### src/rtl/uart_cmd_pkg.sv
// uart_cmd_pkg: shared states, opcode/status/error constants for the UART command dispatcher
package uart_cmd_pkg;
  typedef enum logic [1:0] {IDLE, DECODE, EXEC, WAIT_TX} state_t;
  typedef enum logic [2:0] {CL_TEST, CL_WRITE, CL_READ, CL_CLEAR, CL_EOP, CL_EADDR, CL_ECSUM} cls_t;
  localparam logic [7:0] OP_TEST    = 8'h41;
  localparam logic [7:0] OP_WRITE   = 8'h57;
  localparam logic [7:0] OP_READ    = 8'h52;
  localparam logic [7:0] OP_CLEAR   = 8'h43;
  localparam logic [7:0] ST_OK      = 8'h4B;
  localparam logic [7:0] ST_RD      = 8'h52;
  localparam logic [7:0] ST_ERR     = 8'h45;
  localparam logic [7:0] ERR_OPCODE = 8'h01;
  localparam logic [7:0] ERR_ADDR   = 8'h02;
  localparam logic [7:0] ERR_CSUM   = 8'h03;
endpackage

### src/rtl/uart_cmd_regfile.sv
// uart_cmd_regfile: NUM_REGS x 8-bit registers with one write port, bulk clear and combinational read
module uart_cmd_regfile #(
  parameter int NUM_REGS = 8,
  localparam int AW = NUM_REGS > 1 ? $clog2(NUM_REGS) : 1
) (
  input  logic          clk,
  input  logic          reset_n,
  input  logic          we,
  input  logic          clr,
  input  logic [AW-1:0] waddr,
  input  logic [7:0]    wdata,
  input  logic [AW-1:0] raddr,
  output logic [7:0]    rdata,
  output logic [7:0]    reg0
);
  logic [7:0] regs_q [NUM_REGS];
  logic [7:0] regs_d [NUM_REGS];
  always_comb begin
    regs_d = regs_q;
    if (clr) regs_d = '{default: '0};
    else if (we) regs_d[waddr] = wdata;
  end
  always_ff @(posedge clk or negedge reset_n)
    if (!reset_n) regs_q <= '{default: '0};
    else regs_q <= regs_d;
  assign rdata = regs_q[raddr];
  assign reg0 = regs_q[0];
endmodule

### src/rtl/uart_cmd_dispatch.sv
// uart_cmd_dispatch: decodes UART RX frames, executes against a register file and triggers a TX response.
// Define UART_CMD_CHECKSUM_EN to require and generate an XOR checksum in the last frame byte.
module uart_cmd_dispatch
  import uart_cmd_pkg::*;
#(
  parameter int DBITS = 8,
  parameter int FRAME_BYTES = 18,
  parameter int NUM_REGS = 8
) (
  input  logic                         clk,
  input  logic                         reset_n,
  input  logic [FRAME_BYTES*DBITS-1:0] rx_frame,
  input  logic                         rx_valid,
  input  logic                         tx_busy,
  output logic [FRAME_BYTES*DBITS-1:0] tx_frame,
  output logic                         tx_trigger,
  output logic [7:0]                   led_reg,
  output logic [7:0]                   drop_count,
  output logic                         busy
);
  localparam int FW = FRAME_BYTES * DBITS;
  localparam int AW = NUM_REGS > 1 ? $clog2(NUM_REGS) : 1;
`ifdef UART_CMD_CHECKSUM_EN
  localparam int CB = FRAME_BYTES;
`else
  localparam int CB = 3;
  logic unused_rx;
  assign unused_rx = ^rx_frame[FW-1:CB*DBITS];
`endif
  state_t state_q, state_d;
  cls_t cls_q, cls_d;
  logic [CB*DBITS-1:0] cmd_buf_q, cmd_buf_d;
  logic [FW-1:0] tx_frame_q, tx_frame_d, resp;
  logic [7:0] drop_count_q, drop_count_d, rdata;
  logic [DBITS-1:0] opcode, addr, data;
  logic bad_addr, we, clr;
  assign opcode = cmd_buf_q[0 +: DBITS];
  assign addr = cmd_buf_q[DBITS +: DBITS];
  assign data = cmd_buf_q[2*DBITS +: DBITS];
  assign bad_addr = int'(addr) >= NUM_REGS;
  assign we = state_q == EXEC && cls_q == CL_WRITE;
  assign clr = state_q == EXEC && cls_q == CL_CLEAR;
`ifdef UART_CMD_CHECKSUM_EN
  logic [DBITS-1:0] csum, resp_x;
  always_comb begin
    csum = '0;
    for (int k = 0; k < FRAME_BYTES - 1; k++) csum ^= cmd_buf_q[k*DBITS +: DBITS];
  end
`endif
  uart_cmd_regfile #(.NUM_REGS(NUM_REGS)) u_regfile (
    .clk(clk), .reset_n(reset_n), .we(we), .clr(clr),
    .waddr(addr[AW-1:0]), .wdata(data), .raddr(addr[AW-1:0]),
    .rdata(rdata), .reg0(led_reg)
  );
  always_comb begin
    resp = '0;
    case (cls_q)
      CL_TEST: for (int k = 0; k < FRAME_BYTES; k++) resp[k*DBITS +: DBITS] = DBITS'(8'h30 + 8'((k + 1) % 10));
      CL_WRITE: resp[3*DBITS-1:0] = {data, addr, ST_OK};
      CL_READ: resp[3*DBITS-1:0] = {rdata, addr, ST_RD};
      CL_CLEAR: resp[3*DBITS-1:0] = {8'h00, 8'h00, ST_OK};
      CL_EOP: resp[3*DBITS-1:0] = {opcode, ERR_OPCODE, ST_ERR};
      CL_EADDR: resp[3*DBITS-1:0] = {addr, ERR_ADDR, ST_ERR};
`ifdef UART_CMD_CHECKSUM_EN
      CL_ECSUM: resp[3*DBITS-1:0] = {csum, ERR_CSUM, ST_ERR};
`endif
      default: resp = '0;
    endcase
`ifdef UART_CMD_CHECKSUM_EN
    resp_x = '0;
    for (int k = 0; k < FRAME_BYTES - 1; k++) resp_x ^= resp[k*DBITS +: DBITS];
    resp[FW-DBITS +: DBITS] = resp_x;
`endif
  end
  always_comb begin
    state_d = state_q;
    cls_d = cls_q;
    cmd_buf_d = cmd_buf_q;
    tx_frame_d = tx_frame_q;
    drop_count_d = (rx_valid && state_q != IDLE && drop_count_q != 8'hFF) ? drop_count_q + 8'd1 : drop_count_q;
    case (state_q)
      IDLE: if (rx_valid) begin
        cmd_buf_d = rx_frame[CB*DBITS-1:0];
        state_d = DECODE;
      end
      DECODE: begin
        cls_d = opcode == OP_TEST ? CL_TEST :
                opcode == OP_WRITE ? (bad_addr ? CL_EADDR : CL_WRITE) :
                opcode == OP_READ ? (bad_addr ? CL_EADDR : CL_READ) :
                opcode == OP_CLEAR ? CL_CLEAR : CL_EOP;
`ifdef UART_CMD_CHECKSUM_EN
        if (csum != cmd_buf_q[FW-DBITS +: DBITS]) cls_d = CL_ECSUM;
`endif
        state_d = EXEC;
      end
      EXEC: begin
        tx_frame_d = resp;
        state_d = WAIT_TX;
      end
      default: if (!tx_busy) state_d = IDLE;
    endcase
  end
  always_ff @(posedge clk or negedge reset_n)
    if (!reset_n) begin
      state_q <= IDLE;
      cls_q <= CL_TEST;
      cmd_buf_q <= '0;
      tx_frame_q <= '0;
      drop_count_q <= '0;
    end else begin
      state_q <= state_d;
      cls_q <= cls_d;
      cmd_buf_q <= cmd_buf_d;
      tx_frame_q <= tx_frame_d;
      drop_count_q <= drop_count_d;
    end
  assign tx_trigger = state_q == WAIT_TX && !tx_busy;
  assign tx_frame = tx_frame_q;
  assign drop_count = drop_count_q;
  assign busy = state_q != IDLE;
endmodule

### config.mk
export PLATFORM = sky130hd
export DESIGN_NAME = uart_cmd_dispatch
export DESIGN_NICKNAME = d
export VERILOG_FILES = /design/src/rtl/uart_cmd_pkg.sv /design/src/rtl/uart_cmd_regfile.sv /design/src/rtl/uart_cmd_dispatch.sv
export SDC_FILE = /design/constraint.sdc
export NUM_CORES = 1
export LEC_CHECK = 0
export BUFFER_PORTS_ARGS = -buffer_cell sky130_fd_sc_hd__buf_4
export CAP_MARGIN = 20
export CORE_MARGIN = 5
export CORE_UTILIZATION = 37
export CTS_BUF_LIST = sky130_fd_sc_hd__clkbuf_8
export CTS_CLUSTER_SIZE = 16
export DETAILED_ROUTE_END_ITERATION = 8
export PLACE_DENSITY = 0.68
export SLEW_MARGIN = 30
export SYNTH_ARGS = -nofsm -noshare
export SYNTH_HDL_FRONTEND = slang
export SYNTH_SLANG_ARGS = --single-unit
### constraint.sdc
create_clock -name clk -period 2.1 [get_ports clk]
set_clock_uncertainty 0.15 [all_clocks]
set_input_delay 0.42 -clock clk [delete_from_list [all_inputs] [get_ports clk]]
set_output_delay 0.42 -clock clk [all_outputs]
set_load 0.01 [all_outputs]
==> reports/qor.yml <==
outcome: "finished clean"
finalNetCount: 902
initial_utilization_pct: 37.6
cts.sink_count: 125
cp.arrival_ns: 2.23
drt_first_pass_iters: 5
syn_to_final_growth_pct: 20.0
cts_max_path_buffers: 2
grt_util_met3_pct: 5.43
leakage_nw: 4.03
crit_path_frequent_cell: "or3_1"
end_kind: "register"
nFillCells: 1703
met2_usage_pct: 25.8
syn_inst: 639
tritoncts: "done"
core_sq_um: 18000
synth-seq-cells: 125
hold_depth: 2
r2r-end: "cls_q[2]"
hold_start: "rx_frame[9]"
drv_slew: 0
drc: 0
wl_per_cell_um: 18.2
ios: 310
slowest_stage: "or4b_1"
grt.busiest_layer: "met2"
syn_area_per_cell_sq_um: 10.6
peakVddDrop_v: 0.000828
n_antenna_cell: 0
synth_area_sq_um: 6760
portBuffers: 122
final_cells: 991
clk_pin_slew_ns: 0.07
synth-seq-area-share_pct: 46.3
drv_cap: 0
drive_above_1_share_pct: 34.1
rr_startpoint: "cmd_buf_q[15]"
vias_per_cell: 5.05
final-setup-viol-count: 0
die_h_um: 145
worstHoldPathType: "input pin to register"
period_minus_slack_ns: 2.04
synth.distinct_cells: 49
grt_pass1_wl_um: 28000
ant_nets: 0
hpwl_um: 13400
overflow: 0
crit_path_max_incr_delay_ns: 0.48
rsz0062_at_grt: "false"
gp_congestion: 0.900
hold-path-endpoint: "cmd_buf_q[9]"
p_per_area_nw_per_um2: 1370
yosysWarnings: 0
rows: 49
clock-root-buffer: "clkbuf_8"
drt_iter0_drc: 335
grt_max_degree: 57
async_flop_share_pct: 100
cp_cell_sequence: "or3_1 > or3_1 > or4b_1 > a41o_1"
fmax_mhz: 491
placed_cells: 957
numCtsBuffers: 17
regToRegSetupSlack_ns: 0.06
grt_pass1_vias: 4934
htree_levels: 4
required_ns: 2.30
wl_um: 18000
min_period_over_period_pct: 97.0
antenna_found_initial: 0
grt_util_all_layers_pct: 16.7
cp-start-kind: "register"
use_met1_pct: 21.7
die_area_sq_um: 21100
timing.reg2reg.worst_path_depth: 4
synth-main-ff-cell: "dfrtp_1"
crit_family: "simple AND/OR/NAND/NOR gates"
routed-via-count: 5004
setup_tns_ns: 0
worstSetupPathType: "register to register"
clk_latency_ns: 0.45
synth-edff-count: 0
fin_total_pwr_mw: 11.1
crit_buf_inv: 0
hold_viol: 0
die_x_um: 145
path_max_fanout: 2
worst max-delay path by stage:
stage	cells past startpoint	start	end	slack [ns]
after floorplan	4	cmd_buf_q[15]	cls_q[2]	0.05
after global placement	4	cmd_buf_q[15]	cls_q[2]	0.01
after detailed placement	4	cmd_buf_q[15]	cls_q[2]	-0.003
after CTS	4	cmd_buf_q[15]	cls_q[2]	0.003
after global routing	4	cmd_buf_q[15]	cls_q[2]	0.02
final	4	cmd_buf_q[15]	cls_q[2]	0.06
cell usage after synthesis, drive strengths merged, types with 4 or more instances:
master / count / area [sq um]
nand4: 6 / 37.5
nand2: 44 / 165
o21ai: 21 / 105
ha: 5 / 62.6
xnor2: 6 / 52.6
mux2: 36 / 405
a211oi: 4 / 30.0
o2bb2ai: 6 / 52.6
dfrtp: 125 / 3130
nor2: 20 / 75.1
nor2b: 9 / 56.3
o211ai: 6 / 45.0
a21oi: 19 / 95.1
inv: 19 / 71.3
a22o: 56 / 490
a22oi: 14 / 105
clkbuf: 25 / 93.8
a221o: 4 / 40.0
a31o: 4 / 35.0
mux2i: 28 / 280
or3: 4 / 25.0
buf: 139 / 1010
per-stage QoR:
| stage | hold WS [ns] | utilization (%) | area, sq um | setup slack, ns |
|---|---|---|---|---|
| after global placement | 0.194 | 42.6 | 7660 | 0.0141 |
| after floorplan | -0.0256 | - | 7010 | 0.0519 |
| after global routing | 0.0210 | 45.2 | 8110 | 0.0175 |
| after CTS | 0.0196 | 45.1 | 8100 | 0.00345 |
| final | 0.0457 | 45.2 | 8110 | 0.0624 |
| after detailed placement | 0.195 | 42.6 | 7660 | -0.00350 |
worst register-to-register path, delay by kind of cell (launching register included):
kind             cells  cell delay [ns]
AND/OR/NAND/NOR      3             1.19
AO/OA/AOI/OAI        1             0.22
flip-flops           1             0.38
sequential cells by signal, summed over array words and instances, names as in the netlist:
| register | flops |
|---|---|
| u_regfile.reg0 | 8 |
| u_regfile.regs_q | 56 |
| state_q | 2 |
| drop_count | 8 |
| cmd_buf_q | 24 |
| cls_q | 3 |
| tx_frame | 24 |
layout by cell type (no fill, tap or decap), types with 2 or more instances in the layout:
master / n
a21oi_1: 19
o21ai_1: 9
xnor2_1: 6
nand3_1: 2
a22oi_1: 14
or3_1: 4
bufinv_16: 3
dfrtp_1: 124
nor2b_1: 8
inv_1: 24
nand2b_1: 3
conb_1: 67
nand2_1: 44
a31o_2: 4
a22o_1: 56
xor2_1: 2
a221o_1: 4
o2bb2ai_1: 6
a21o_1: 2
mux2_2: 36
clkbuf_8: 22
or4b_1: 3
buf_12: 5
buf_4: 182
nor2_1: 20
nand3b_1: 2
o211ai_1: 6
o221ai_1: 3
o21ai_0: 12
ha_1: 3
nor3_1: 3
and3_1: 3
mux2i_1: 28
ha_2: 2
a211oi_1: 4
nand4_1: 6
a32o_1: 2
where the power goes:
group / leakage (nW) / internal [mW] / switching (mW) / total [mW]
clock network: 0.231 / 1.31 / 0.923 / 2.23
registers: 1.60 / 2.98 / 0.593 / 3.57
logic: 2.20 / 2.55 / 2.78 / 5.33
total: 4.03 / 6.83 / 4.30 / 11.1
routing by layer:
layer	vias to the layer above	share of wire, %
li1	2297	-
met1	2438	44
met2	238	45
met3	31	8.6
met4	0	2.5
met5	-	0
repair_timing:
item / CTS / global route
hold endpoints to repair: 20 / 0
hold buffers: 1 / 0
pin swaps: 3 / 1
buffers inserted: 1 / 0
gates resized for setup: 0 / 4
setup endpoints to repair: 1 / 48
logic make-up after synthesis:
group                      count (synthesis)  share of synthesized area (%)
other                                      1                         0.0555
xor gates and xnor gates                   8                           1.04
and+or+nand+nor                          103                           7.33
DFF                                      125                           46.3
AOI/OAI and AO/OA                        150                           16.9
muxes                                     64                           10.1
buffers and inverters                    183                           17.4
adders and majority gates                  5                          0.926
cell type report:
cell class	count	area (sq um)	share of cell area, %
Sequential cell	125	3130	38.6
Multi-Input combinational cell	397	2710	33.4
Timing Repair Buffer	189	1490	18.3
Clock buffer	22	303	3.73
Tap cell	229	287	3.53
Clock inverter	10	121	1.50
Inverter	19	71.3	0.879
(Power assumes the default switching activity.)
